File: config.mk
export PLATFORM = sky130hd
export DESIGN_NAME = booth_radix_4_mult
export DESIGN_NICKNAME = d
export VERILOG_FILES = /design/src/rtl/booth_radix_4_mult.sv
export SDC_FILE = /design/constraint.sdc
export NUM_CORES = 1
export LEC_CHECK = 0
export CAP_MARGIN = 20
export CORE_UTILIZATION = 35
export DETAILED_ROUTE_END_ITERATION = 12
export SKIP_CTS_REPAIR_TIMING = 1
export SLEW_MARGIN = 20
export SYNTH_ARGS = -nofsm -noshare
export SYNTH_HDL_FRONTEND = slang
export SYNTH_SLANG_ARGS = --single-unit
export TNS_END_PERCENT = 10
File: constraint.sdc
create_clock -name clk -period 3.1 [get_ports clk]
set_input_delay 0.31 -clock clk [delete_from_list [all_inputs] [get_ports clk]]
set_output_delay 0.31 -clock clk [all_outputs]
set_load 0.01 [all_outputs]
File: src/rtl/booth_radix_4_mult.sv
// Iterative Booth radix-4 multiplier: retires two multiplier bits per enabled cycle,
// signed or unsigned per operation, with start/enable/done/busy handshake.
module booth_radix_4_mult #(
  parameter int WIDTH = 8
) (
  input  logic                 clk,
  input  logic                 rst,
  input  logic                 start,
  input  logic                 enable,
  input  logic                 signed_mode,
  input  logic [WIDTH-1:0]     multA,
  input  logic [WIDTH-1:0]     multB,
  output logic                 busy,
  output logic                 done,
  output logic [2*WIDTH-1:0]   product
);

  localparam int W2 = WIDTH + 2;
  localparam int N  = W2 / 2;
  localparam int CW = $clog2(N + 1);
  localparam logic [CW-1:0] N_CNT   = CW'(N);
  localparam logic [CW-1:0] ONE_CNT = CW'(1);

  typedef enum logic [1:0] {IDLE, RUN, DONE} state_e;

  state_e               state_q;
  logic [W2-1:0]        m_q;
  logic [W2-1:0]        q_q;
  logic [W2:0]          a_q;
  logic                 qm1_q;
  logic [CW-1:0]        cnt_q;
  logic                 busy_q;
  logic                 done_q;
  logic [2*WIDTH-1:0]   prod_q;

  // Two extra bits let unsigned operands stay positive under Booth recoding.
  logic [W2-1:0] a_ext, b_ext;
  assign a_ext = signed_mode ? {{2{multA[WIDTH-1]}}, multA} : {2'b00, multA};
  assign b_ext = signed_mode ? {{2{multB[WIDTH-1]}}, multB} : {2'b00, multB};

  logic [W2:0]   m1, m2, addend, sum_d;
  logic [2:0]    trip;
  logic [2*W2+1:0] shifted;
  logic [W2:0]   a_d;
  logic [W2-1:0] q_d;
  logic          qm1_d;
  logic [2*WIDTH-1:0] prod_d;

  assign m1   = {m_q[W2-1], m_q};
  assign m2   = {m_q, 1'b0};
  assign trip = {q_q[1:0], qm1_q};

  always_comb begin
    addend = '0;
    case (trip)
      3'b001, 3'b010: addend = m1;
      3'b011:         addend = m2;
      3'b100:         addend = -m2;
      3'b101, 3'b110: addend = -m1;
      default:        addend = '0;
    endcase
  end

  assign sum_d   = a_q + addend;
  assign shifted = $signed({sum_d, q_q, qm1_q}) >>> 2;
  assign a_d     = shifted[2*W2+1:W2+1];
  assign q_d     = shifted[W2:1];
  assign qm1_d   = shifted[0];
  assign prod_d  = {a_d[WIDTH-3:0], q_d};

  always_ff @(posedge clk or negedge rst) begin
    if (!rst) begin
      state_q <= IDLE;
      m_q     <= '0;
      q_q     <= '0;
      a_q     <= '0;
      qm1_q   <= 1'b0;
      cnt_q   <= '0;
      busy_q  <= 1'b0;
      done_q  <= 1'b0;
      prod_q  <= '0;
    end else begin
      case (state_q)
        IDLE, DONE: begin
          if (start) begin
            m_q     <= a_ext;
            q_q     <= b_ext;
            a_q     <= '0;
            qm1_q   <= 1'b0;
            cnt_q   <= N_CNT;
            busy_q  <= 1'b1;
            done_q  <= 1'b0;
            state_q <= RUN;
          end
        end
        RUN: begin
          if (enable) begin
            a_q   <= a_d;
            q_q   <= q_d;
            qm1_q <= qm1_d;
            cnt_q <= cnt_q - ONE_CNT;
            // Final iteration publishes the post-shift product on the same edge.
            if (cnt_q == ONE_CNT) begin
              prod_q  <= prod_d;
              done_q  <= 1'b1;
              busy_q  <= 1'b0;
              state_q <= DONE;
            end
          end
        end
        default: state_q <= IDLE;
      endcase
    end
  end

  assign busy    = busy_q;
  assign done    = done_q;
  assign product = prod_q;

endmodule

# == Word level (Yosys, flattened, before mapping) ==
# Cells that the tools add are included.
# word_totals
reg_bits,55
latch_bits,0
mem_bits_rw,0
rom_bits,0
inputBits,21
output_inout_bits,18
mem_count,0
# classes
n_addsub,4
n_mul,0
n_div,0
n_lt_le_gt_ge,0
n_eq_ne,12
shifts,0
muxes,26
bitwise,0
n_reduce_logical,10
# op_table
operator,count
11-bit case mux with 4 select lines,1
10-bit 2-to-1 mux,4
11-bit 2-to-1 mux,2
11-bit negation,2
11-bit case mux with 2 select lines,1
10-bit case mux with 2 select lines,1
11-bit adder,1
3-bit == test (second input constant),3
3-bit AND reduction,3
1-bit 2-to-1 mux,7
3-bit by 1-bit == test with 1-bit output (second input constant),2
3-bit by 2-bit == test with 1-bit output (second input constant),2
2-bit 2-to-1 mux,3
3-bit 2-to-1 mux,2
2-bit != test (second input constant),3
1-bit case mux with 2 select lines,3
3-bit case mux with 2 select lines,1
2-bit OR reduction,3
2-bit case mux with 2 select lines,1
4-bit AND reduction,1
3-bit by 1-bit subtractor with 3-bit output (second input constant),1
2-bit by 1-bit == test with 1-bit output (second input constant),1
2-bit == test (second input constant),1
2-bit logical NOT,1
2 further kinds,2

# == Logic depth before layout (Yosys ltp) ==
# Gate-level depths: netlist of run 1.
# logic_depth
word_depth,6
ltp_mapped,16
depth_no_buf,15

# == Worst setup path after synthesis of run 1 ==
# OpenSTA, ideal clock, no wires.
# synth_path
path_type,flip-flop to flip-flop
from,register m_q[0]
to,register a_q[9]
arrival_ns,3.306
required_time_ns,3.013
slack_ns,-0.293
stages_incl_launch_ff,17
period_less_slack_ns,3.393
path_cell_list,dfrtp_1 > inv_1 > ha_1 > or4b_4 > buf_6 > o21ai_2 > xnor2_1 > a221oi_1 > a31oi_1 > ha_1 > buf_2 > a211oi_1 > nor2_1 > nor4b_1 > o21ai_0 > mux2_2 > o211ai_1
# synth_via
elab_chain_len,5
word_cells_on_any_way,6
classes_between,add/sub (3); mux (3)
# synth_lines
element,line_no,source
start: declaration,27,logic [W2-1:0] m_q;
start signal: assignment,86,m_q <= a_ext;
11-bit negation (on tied branches),"59, 58",
11-bit case mux with 4 select lines *,55,case (trip)
11-bit adder *,64,assign sum_d = a_q + addend;
11-bit 2-to-1 mux *,97,if (enable) begin
11-bit case mux with 2 select lines *,83,case (state_q)
end signal: assignment,76,a_q <= '0;
end signal: assignment,88,a_q <= '0;
end signal: assignment,98,a_q <= a_d;
end: declaration,29,logic [W2:0] a_q;
# Every way passes the cells marked *; elsewhere a longest branch is shown, timed or not. The select of a mux whose other input is x is not followed.
# A chain may end at the register's enable or synchronous reset.

# == Worst setup path in the final report of run 1 ==
# Ends and elaborated chain as after synthesis.

==> results of run 1 <==
worst max-delay path, cell delays in order (launching register included):
cell,delay [ns]
dfrtp_1,0.40
inv_2,0.06
ha_1,0.15
or4b_4,0.53
o21ai_2,0.15
xnor2_1,0.10
a221oi_1,0.27
a31oi_1,0.07
ha_1,0.33
a211oi_2,0.08
nor2_2,0.19
nor4b_2,0.08
or4_1,0.46
mux2_2,0.27
o211ai_1,0.08
through the flow:
step	utilization [%]	area, um2	cells	worst slack [ns]	hold WS (ns)
CTS	46.1	4060	533	-0.241	0.104
global route	46.7	4110	534	-0.372	0.147
finish	46.7	4110	534	-0.175	0.0701
global placement	44.5	3920	525	-0.136	0.447
floorplan	-	3220	361	-0.195	0.0144
detailed placement	44.6	3920	525	-0.222	0.454
placed cells by master (no fill, tap or decap), types with 8 or more instances in the layout:
master / count
a21oi_1: 13
a22oi_1: 13
buf_4: 41
clkdlybuf4s50_1: 37
dfrtp_1: 52
ha_1: 13
inv_1: 8
mux2_2: 10
nand2_1: 70
nand3_1: 13
nor2_1: 17
o21ai_0: 20
o21ai_1: 8
xnor2_1: 9
area by class of cell:
cell class              instances  area [um2]  area share, %
multi-input cells             276        1810           44.1
clock buffers                   5        68.8           1.67
clock inverters                 3        68.8           1.67
repair buffers                 79         683           16.6
well taps                     108         135           3.29
inverters                      11        41.3           1.00
flip-flops and latches         52        1300           31.7
logic make-up (layout without fill, tap and decap cells):
logic type / after synthesis / after routing
DFF: 52 / 52
muxes: 17 / 17
buffers and inverters: 33 / 98
adders and majority gates: 15 / 15
AOI/OAI and AO/OA: 87 / 87
xor gates and xnor gates: 15 / 15
and+or+nand+nor: 142 / 142
metal layers:
metal | track usage (%) | routed length, um | vias up
met5 | 0 | 0 | -
met4 | 5.71 | 129 | 0
met3 | 2.16 | 249 | 11
met2 | 31.5 | 3920 | 48
met1 | 20.9 | 3550 | 1368
li1 | - | - | 1401
sequential cells by signal (all words and copies together), names as in the netlist:
register,cells
cnt_q,3
product,16
m_q,9
done,1
busy,1
qm1_q,1
q_q,10
state_q,2
a_q,9
path summary, 6_finish.rpt:
path | depth (start not counted) | slack, ns | endpoint
max in group asynchronous | 2 | 2.27 | a_q[1]
setup reg to reg | 14 | -0.18 | a_q[9]
hold / removal | 1 | 0.07 | product[4]
min in group clk | 2 | 0.49 | product[11]
setup / recovery | 14 | -0.18 | a_q[9]
hold reg to reg | 2 | 0.49 | product[11]
power by group through the flow:
stage	logic (uW)	clock network, uW	registers, uW
final	3280	567	1250
after global routing	3640	603	1290
after CTS	3190	582	1240
after detailed placement	3170	0	1250
after global placement	3100	0	1250
after floorplan	2060	0	1240
==> reports/metrics.cfg, run 1 <==
[outcome]
outcome=finished, violations left
violations=setup timing

[global_route]
grt_max_degree=36
grtUsageTotal_pct=17.2
antenna_found_initial=0
grt_pass1_vias=2924
overflow=0
grt_pass1_wl_um=13500

[cells_and_area]
areaGrowthSynthToFinish_pct=28.2
drive_gt1_share_pct=17.6
insertedDiodeCount=0
nets=461
fillers=835

[drt]
drt-total-wl_um=7850
dr.pass1.iters=4
ant_nets=0
drt_iter0_drc=133
wl_per_cell_um=14.7
via_count=2828
vias_per_cell=5.30
drcViolationCount=0

[worst_setup_path]
critPathRequiredTime_ns=3.34
path_class=reg -> reg
rr_startpoint=m_q[0]
worstSetupEndpointType=flip-flop
arrival_ns=3.51
worstSetupStartpointType=flip-flop
crit_path_start=m_q[0]
critPathMaxFanout=6

[timing]
finalCriticalPeriod_ns=3.28
fin_ws_ns=-0.175
setup_viol=1
fmax_mhz=305
relSlewSlack_pct=46.3
final-hold-violation-count=0
rsz0062_at_grt=yes
finalCritPeriodShare_pct=106
worst_pin_slew_ns=0.805
fin_setup_tns_ns=-0.175
final_max_slew_viol_count=0
clock_skew_ns=0.00697

[power_and_ir_drop]
p_clk_share_pct=11.1
power_uw=5090
p_switching_uw=2160
p_comb_share_pct=64.4
power_density_mw_per_mm2=1240
leakage_uw=0.00189
p_int_uw=2940
max-vdd-ir-drop_mv=0.478
swShare_pct=42.3
power_frac_seq_pct=24.5

[floorplanning]
core-area_mm2=0.00881
die_h_um=97.7
num_rows=34
initial_core_util_pct=36.4
die_w_um=97.7
dieArea_mm2=0.00955
io_pins=39

[yosys]
ys_top_cells_by_area=dfrtp_1, nand2_1, ha_1, mux2_2, o21ai_0
syn-instance-count=361
synth_common_cells=nand2_1, dfrtp_1, o21ai_0
ys_warn_count=0
synth_edf_count=0
synthSimpleGateAreaFrac_pct=21.0
synth.net_count=397
synth_mux_area_share_pct=5.77
syn_area_mm2=0.00321
synthAdderAreaFrac_pct=6.09
async_flop_share_pct=100
synth_top_family_by_area=simple AND/OR/NAND/NOR gates
yosysMostFrequentCell=nand2_1
yosysUniqueCellTypes=55
synth_compound_area_share_pct=18.0
synth-xor-area-share_pct=4.10
yosysTopAreaCell=dfrtp_1
ys_seq_area_share_pct=40.6
synth_flop_cell=dfrtp_1
syn_avg_cell_area_um2=8.88
synth_top_area_share_pct=40.6
synth_seq_cells=52

[clock_network]
cts_tree=built
cts_buffer_depth=2
cts_htree_levels=2
root_buffer=clkbuf_8
cts.sink_count=52
clk_pin_slew_worst_paths_ns=0.10
clk_latency_ns=0.31
cts_made_buffers=5

[placement]
gp_congestion=0.832
dp.final_hpwl_um=5830
io_buffers=38

[hold_path]
min_path_type=in -> async

[flow_run]
drv_cap=0

Power figures use the tool's default switching activity.
==> run 2: changes to the inputs <==
TNS_END_PERCENT = 100   (was 10)
==> run 2 against run 1 <==
Effect of this change:
- the run still ends with setup timing left
- core utilization rose by 0.64 points
- worst setup slack better by 0.032 ns
- flip-flop and latch count stayed put
- sequential power about the same
- critical endpoint unchanged
- critical path depth is the same
- largest cell class unchanged
- combinational power grew 4%
==> reports/metrics.cfg, run 2 (synthesis results as in run 1) <==
[global_route]
overflow=0  ; unchanged
antenna_found_initial=0  ; unchanged
grt_pass1_vias=2924  ; unchanged
grt_pass1_wl_um=13500  ; unchanged
grt_max_degree=36  ; unchanged
grtUsageTotal_pct=17.2  ; unchanged

[worst_setup_path]
worstSetupEndpointType=flip-flop
rr_startpoint=m_q[0]
path_class=reg -> reg
cp_slowest_stage_delay_ns=0.52  ; about the same
cp_slowest_cell=or4b_4
worstSetupStartpointType=flip-flop
crit_path_start=m_q[0]
path_cells=inv_2 > ha_4 > or4b_4 > o21ai_2 > xnor2_1 > a221oi_1 > a31oi_1 > ha_1 > a211oi_2 > nor2_2 > nor4b_2 > or4_1 > mux2_2 > o211ai_1
arrival_ns=3.48  ; -0.03 ns
critPathMaxFanout=6  ; unchanged
critPathRequiredTime_ns=3.34  ; about the same

[outcome]
outcome=finished, violations left
violations=setup timing

[floorplanning]
initial_core_util_pct=36.4  ; unchanged
die_w_um=97.7  ; unchanged
dieArea_mm2=0.00955  ; unchanged
die_h_um=97.7  ; unchanged
core-area_mm2=0.00881  ; unchanged
io_pins=39  ; unchanged
num_rows=34  ; unchanged

[timing]
fin_ws_ns=-0.143  ; +0.0319 ns
final-hold-violation-count=0  ; unchanged
final_max_slew_viol_count=0  ; unchanged
fmax_mhz=308  ; +0.98%
setup_viol=1  ; unchanged
whs_ns=0.0694  ; -0.000744 ns
clock_skew_ns=0.00761  ; +0.000631 ns
finalCritPeriodShare_pct=105  ; -1.0 points
worst_pin_slew_ns=0.805  ; +0.000309 ns
rsz0062_at_grt=yes
finalCriticalPeriod_ns=3.24  ; -0.0319 ns
relSlewSlack_pct=46.3  ; about the same

[drt]
drt-total-wl_um=7860  ; +0.13%
dr.pass1.iters=4  ; unchanged
drcViolationCount=0  ; unchanged
ant_nets=0  ; unchanged
drt_iter0_drc=93  ; -30%
via_count=2843  ; +0.53%
vias_per_cell=5.29  ; about the same
wl_per_cell_um=14.6  ; -0.43%

[cells_and_area]
final_core_util_pct=47.3  ; +0.64 points
nets=464  ; +0.65%
areaGrowthSynthToFinish_pct=29.9
drive_gt1_share_pct=19.1  ; +1.5 points
final_cell_mix=nand2_1, dfrtp_1, buf_4
fillers=834  ; -0.12%
insertedDiodeCount=0  ; unchanged
layout.cells.non_filler=537  ; +0.56%
largest_reg_flops=16  ; unchanged
mostFrequentLayoutCell=nand2_1
final_area_mm2=0.00417  ; +1.4%

[clock_network]
clk_latency_ns=0.31  ; about the same
cts_htree_levels=2  ; unchanged
cts_tree=built
cts.sink_count=52  ; unchanged
root_buffer=clkbuf_8
cts_buffer_depth=2  ; unchanged
clk_pin_slew_worst_paths_ns=0.10  ; about the same
cts_made_buffers=5  ; unchanged

[placement]
place_inst=525  ; unchanged
dp_slack_ns=-0.222  ; unchanged
dpl_cell_area_mm2=0.00392  ; unchanged
dp.final_hpwl_um=5830  ; unchanged
gp_congestion=0.832  ; unchanged
io_buffers=38  ; unchanged

[flow_run]
drv_cap=0  ; unchanged

[power_and_ir_drop]
power_density_mw_per_mm2=1260  ; +1.4%
leakage_uw=0.00192  ; +1.3%
max-vdd-ir-drop_mv=0.481  ; +0.51%

[hold_path]
min_path_type=in -> async

run 2: final timing paths:
path / end / slack [ns] / cells after the start
max reg2reg: a_q[9] / -0.14 / 14
min in group clk: product[11] / 0.49 / 2
min: product[4] / 0.07 / 1
min reg2reg: product[11] / 0.49 / 2
max in group asynchronous: a_q[1] / 2.28 / 2
max: a_q[9] / -0.14 / 14
run 2: worst max-delay path: cells and delay by family (launching register included):
family	cells	cell delay, ns
and+or+nand+nor	4	1.24
AOI/OAI and AO/OA	5	0.65
adders and majority gates	2	0.45
DFF	1	0.40
muxes	1	0.27
xor gates and xnor gates	1	0.09
buffers and inverters	1	0.08
run 2: layout make-up:
cell class | count | area, um2 | area share (%)
Clock inverter | 3 | 68.8 | 1.65
Inverter | 11 | 41.3 | 0.991
Sequential cell | 52 | 1300 | 31.3
Clock buffer | 5 | 68.8 | 1.65
Multi-Input combinational cell | 276 | 1830 | 44.0
Tap cell | 108 | 135 | 3.24
Timing Repair Buffer | 82 | 717 | 17.2
run 2: per-stage QoR:
stage / power [uW] / TNS (ns)
floorplan: 3290 / -0.195
global placement: 4350 / -0.136
detailed placement: 4420 / -0.222
CTS: 5010 / -0.246
global route: 5670 / -0.517
finish: 5230 / -0.143
run 2: power breakdown:
group	switching, uW	leakage, uW	total, uW	internal [uW]
Sequential	257	0.000646	1250	989
Combinational	1690	0.00120	3420	1730
Clock	244	0.0000687	570	325
Total	2190	0.00192	5230	3040
run 2: metal layers:
metal | vias to the layer above | share of wire, % | wire, um | GRT usage, %
met3 | 13 | 4.4 | 345 | 2.16
met5 | - | 0 | 0 | 0
li1 | 1407 | - | - | -
met4 | 0 | 1.9 | 150 | 5.71
met2 | 71 | 49 | 3830 | 31.5
met1 | 1352 | 45 | 3530 | 20.9
